[config.mk]
export PLATFORM = sky130hd
export DESIGN_NAME = serial_sum_deserializer
export DESIGN_NICKNAME = d
export VERILOG_FILES = /design/src/rtl/serial_sum_deserializer.sv
export SDC_FILE = /design/constraint.sdc
export NUM_CORES = 1
export LEC_CHECK = 0
export ABC_AREA = 0
export ABC_CLOCK_PERIOD_IN_PS = 1930
export BUFFER_PORTS_ARGS = -buffer_cell sky130_fd_sc_hd__buf_4
export CAP_MARGIN = 10
export CELL_PAD_IN_SITES_DETAIL_PLACEMENT = 0
export CELL_PAD_IN_SITES_GLOBAL_PLACEMENT = 2
export CORE_ASPECT_RATIO = 1.25
export CORE_UTILIZATION = 31
export CTS_CLUSTER_SIZE = 8
export DETAILED_ROUTE_END_ITERATION = 6
export GPL_TIMING_DRIVEN = 0
export HOLD_SLACK_MARGIN = 0.05
export PLACE_DENSITY_LB_ADDON = 0.1
export SETUP_SLACK_MARGIN = 0.05
export SYNTH_ARGS = -nofsm -noshare
export SYNTH_HDL_FRONTEND = slang
export SYNTH_SLANG_ARGS = --single-unit
[constraint.sdc]
create_clock -name clk -period 1.93 [get_ports clk]
set_clock_uncertainty 0.05 [all_clocks]
set_input_delay 0.0965 -clock clk [delete_from_list [all_inputs] [get_ports clk]]
set_output_delay 0.0965 -clock clk [all_outputs]
set_load 0.02 [all_outputs]
[src/rtl/serial_sum_deserializer.sv]
// Receive end of the bit-serial adder: gathers an LSB-first sum stream plus the
// final carry into a parallel word held in a one-entry valid/ready output register.
module serial_sum_deserializer #(
  parameter int unsigned WIDTH = 8
) (
  input  logic             clk,
  input  logic             rst,
  input  logic             in_valid,
  output logic             in_ready,
  input  logic             in_bit,
  input  logic             in_carry,
  input  logic             in_sync,
  output logic             out_valid,
  input  logic             out_ready,
  output logic [WIDTH-1:0] out_data,
  output logic             out_carry,
  output logic             sync_err
);

  localparam int unsigned CW = (WIDTH > 1) ? $clog2(WIDTH) : 1;
  localparam logic [CW-1:0] LAST = CW'(WIDTH - 1);

  logic [CW-1:0]    r_cnt;
  logic [CW-1:0]    w_idx;
  logic [CW-1:0]    w_cnt_next;
  logic             w_accept;
  logic             w_complete;
  logic [WIDTH-1:0] w_word;

  assign in_ready   = !((r_cnt == LAST) && out_valid && !out_ready);
  assign w_accept   = in_valid && in_ready;
  assign w_idx      = in_sync ? '0 : r_cnt;
  assign w_complete = w_accept && (w_idx == LAST);
  assign w_cnt_next = (w_idx == LAST) ? '0 : w_idx + CW'(1);

  // Only sr[WIDTH-1:1] is ever observed, so bit 0 of the shift register is not stored.
  generate
    if (WIDTH == 1) begin : g_w1
      assign w_word = in_bit;
    end else begin : g_wn
      logic [WIDTH-2:0] r_sr;
      assign w_word = {in_bit, r_sr};
      if (WIDTH == 2) begin : g_w2
        always_ff @(posedge clk) begin
          if (!rst)          r_sr <= '0;
          else if (w_accept) r_sr <= in_bit;
        end
      end else begin : g_wbig
        always_ff @(posedge clk) begin
          if (!rst)          r_sr <= '0;
          else if (w_accept) r_sr <= {in_bit, r_sr[WIDTH-2:1]};
        end
      end
    end
  endgenerate

  always_ff @(posedge clk) begin
    if (!rst) begin
      r_cnt     <= '0;
      out_valid <= 1'b0;
      out_data  <= '0;
      out_carry <= 1'b0;
      sync_err  <= 1'b0;
    end else begin
      sync_err <= w_accept && in_sync && (r_cnt != '0);
      if (w_accept) r_cnt <= w_cnt_next;
      // A completing frame is never stalled here, since in_ready blocks it while the register is full.
      if (w_complete) begin
        out_data  <= w_word;
        out_carry <= in_carry;
        out_valid <= 1'b1;
      end else if (out_valid && out_ready) begin
        out_valid <= 1'b0;
      end
    end
  end

endmodule

==> results.yml <==
placement:
  placed_area_mm2: 0.00102
  port_buffers: 17
  dp_hpwl_um: 1120
  dp_worst_setup_slack_ns: 0.261
  gp_congestion: 0.729
detailed_routing:
  drtAntennaViolNets: 0
  wire_per_inst_um: 11.4
  via_per_inst: 4.55
  via_count: 641
  wirelength_um: 1610
  drcViolationCount: 0
  drtIter0Drc: 12
  drt_first_pass_iters: 4
global_routing:
  grt_pass1_wl_um: 2700
  grt_remaining_overflow: 0
  grt_pass1_vias: 595
  antenna_found_initial: 0
  grt_use_total_pct: 12.6
  grt_max_degree: 12
logic_synthesis:
  synth_edf_count: 0
  synth.net_count: 92
  yosysMostFrequentCell: "dfxtp_1"
  yosysSeqAreaShare_pct: 49.6
  synth_cells: 83
  yosysTopAreaCell: "dfxtp_1"
  ys_types: 19
  async_reset_ff_share_pct: 0
  syn_avg_cell_area_um2: 10.2
  syn_area_um2: 847
  yosys_register_bits: 21
  yosysWarnings: 0
  synthFlopType: "dfxtp_1"
  synth.area.top_cells: "dfxtp_1, mux2i_1, nand2_1"
  yosysTopAreaCellShare_pct: 49.6
  synth_common_cells: "dfxtp_1, nand2_1, mux2i_1, a21oi_1"
critical_path:
  worstRegToRegCells: 7
  critical_path_peak_fanout: 9
  cp_data_required_time_ns: 2.11
  end_kind: "register"
  reg2reg_slack_ns: 0.24
  reg2reg_from: "r_cnt[1]"
  critical_path_class: "reg2reg"
  reg2reg_to: "out_data[0]"
  cp.arrival_ns: 1.87
  critPathLaunchType: "register"
power_and_ir_drop:
  power_switching_share_pct: 22.6
  leakagePower_uw: 0.000435
  share_seq_of_total_power_pct: 63.2
  combPwrFrac_pct: 7.6
  clkPwrFrac_pct: 29.2
  vdd_drop_max_uv: 265
  p_int_uw: 549
  power_switching_uw: 161
  power.density_mw_per_mm2: 655
final_layout:
  fin_nets: 118
  drive_gt1_share_pct: 25.9
  area_growth_pct: 27.9
  diodes: 0
  fin_area_mm2: 0.00108
sta:
  fin_setup_tns_ns: 0
  fin_crit_sh_pct: 87.5
  layout_setup_ws_ns: 0.241
  drv_slew: 0
  rsz0062_at_grt: "false"
  setup_viol: 0
  hold_viol: 0
  tightest_slew_ns: 0.434
  min_period_ns: 1.69
  fmax_mhz: 592
  max-slew-margin-rel_pct: 71.1
clock_tree:
  insertion_delay_ns: 0.30
  ctsHtreeMaxLevel: 1
  clkSinkCount: 21
  cts_tree: "built"
  clk_pin_slew_ns: 0.11
  clockBufferDepth: 2
  root_buffer: "clkbuf_4"
  cts_made_buffers: 3
hold_path:
  hold_path.class: "in2reg"
  whs_path_depth: 3
  whs_endpoint: "g_wn.r_sr[0]"
  hold_start: "rst"
job:
  max_cap_violations: 0
floorplan:
  fp.dieH_um: 60.4
  io_pins: 19
  core_area_mm2: 0.00250
  die_area_mm2: 0.00295
  rows: 20
  dieWidth_um: 48.8
  start_util_pct: 33.8
outcome:
  status: "complete, no violations"
[final cells by class]
cell class,count,area (um2)
Buffer,4,25.0
Timing Repair Buffer,21,168
Fill cell,266,1420
Clock buffer,4,26.3
Sequential cell,21,422
Tap cell,33,41.3
Multi-Input combinational cell,58,402
[power by group through the flow]
| stage | clock (uW) | sequential, uW | combinational [uW] |
|---|---|---|---|
| 2_1_floorplan | 0 | 458 | 29.5 |
| 3_3_place_gp | 0 | 459 | 48.4 |
| 3_5_place_dp | 0 | 459 | 48.5 |
| 4_1_cts | 224 | 449 | 55.0 |
| 5_1_grt | 237 | 452 | 60.6 |
| 6_report | 207 | 449 | 54.0 |
[critical path, stage by stage, from the launching register on]
cell and delay [ns]:
dfxtp_1 0.49, nor2b_1 0.17, ha_1 0.16, ha_1 0.17, nand2_1 0.09, a21oi_2 0.13, buf_6 0.17, mux2i_1 0.19
[stage by stage]
stage	power, uW	utilization [%]	std cells	hold slack (ns)
after floorplan	487	-	83	0.189
after global placement	507	40.6	133	0.306
after detailed placement	507	40.6	133	0.323
after CTS	728	43.3	141	0.0766
after global routing	749	43.3	141	0.0871
final	710	43.3	141	0.0899
[sequential cells by signal, indices dropped and copies added (netlist names)]
name and count:
out_valid 1, out_carry 1, r_cnt 3, sync_err 1, g_wn.r_sr 7, out_data 8
[per-layer routing]
metal	up-vias	track usage [%]	share of wire [%]	wire length [um]
met3	2	2.26	3.4	54
met2	11	20.6	47	760
met4	0	8.82	1.2	19
li1	334	-	-	-
met1	294	15.1	48	769
met5	-	0	0	0
[cells in the final DEF, fill, tap and decap left out, drive strengths merged]
cell type / Yosys / routed
a21boi: 1 / 1
a21oi: 6 / 6
and4b: 1 / 1
buf: 3 / 20
clkbuf: 1 / 5
dfxtp: 21 / 21
dlygate4sd3: 0 / 4
ha: 2 / 2
mux2i: 16 / 16
nand2: 20 / 20
nand2b: 1 / 1
nand3: 1 / 1
nor2: 1 / 1
nor2b: 3 / 3
o21a: 1 / 1
o21ai: 4 / 4
o311ai: 1 / 1
[repair_timing]
action | in CTS | in global routing
hold endpoints to repair | 6 | 0
buffers inserted | 0 | 0
hold buffers | 4 | 0
endpoints found under the setup margin | 0 | 1
resized for setup | 0 | 1
[worst max path at each step]
stage	startpoint	end	slack [ns]	depth (start not counted)
after detailed placement	r_cnt[1]	out_data[5]	0.26	7
after floorplan	r_cnt[1]	out_carry	0.44	7
after CTS	r_cnt[1]	out_data[5]	0.23	7
after global placement	r_cnt[1]	out_data[4]	0.26	7
after global routing	r_cnt[1]	out_data[6]	0.06	7
final	r_cnt[1]	out_data[0]	0.24	7
[cell families after synthesis]
logic type / count (synthesis) / share of synthesized area, %
AND/OR/NAND/NOR: 27 / 15.1
AO/OA/AOI/OAI: 13 / 10.5
multiplexers: 16 / 18.9
adder cells (fa/ha/maj): 2 / 2.95
buffers and inverters: 4 / 2.95
flip-flops: 21 / 49.6
Power figures use the tool's default switching activity.
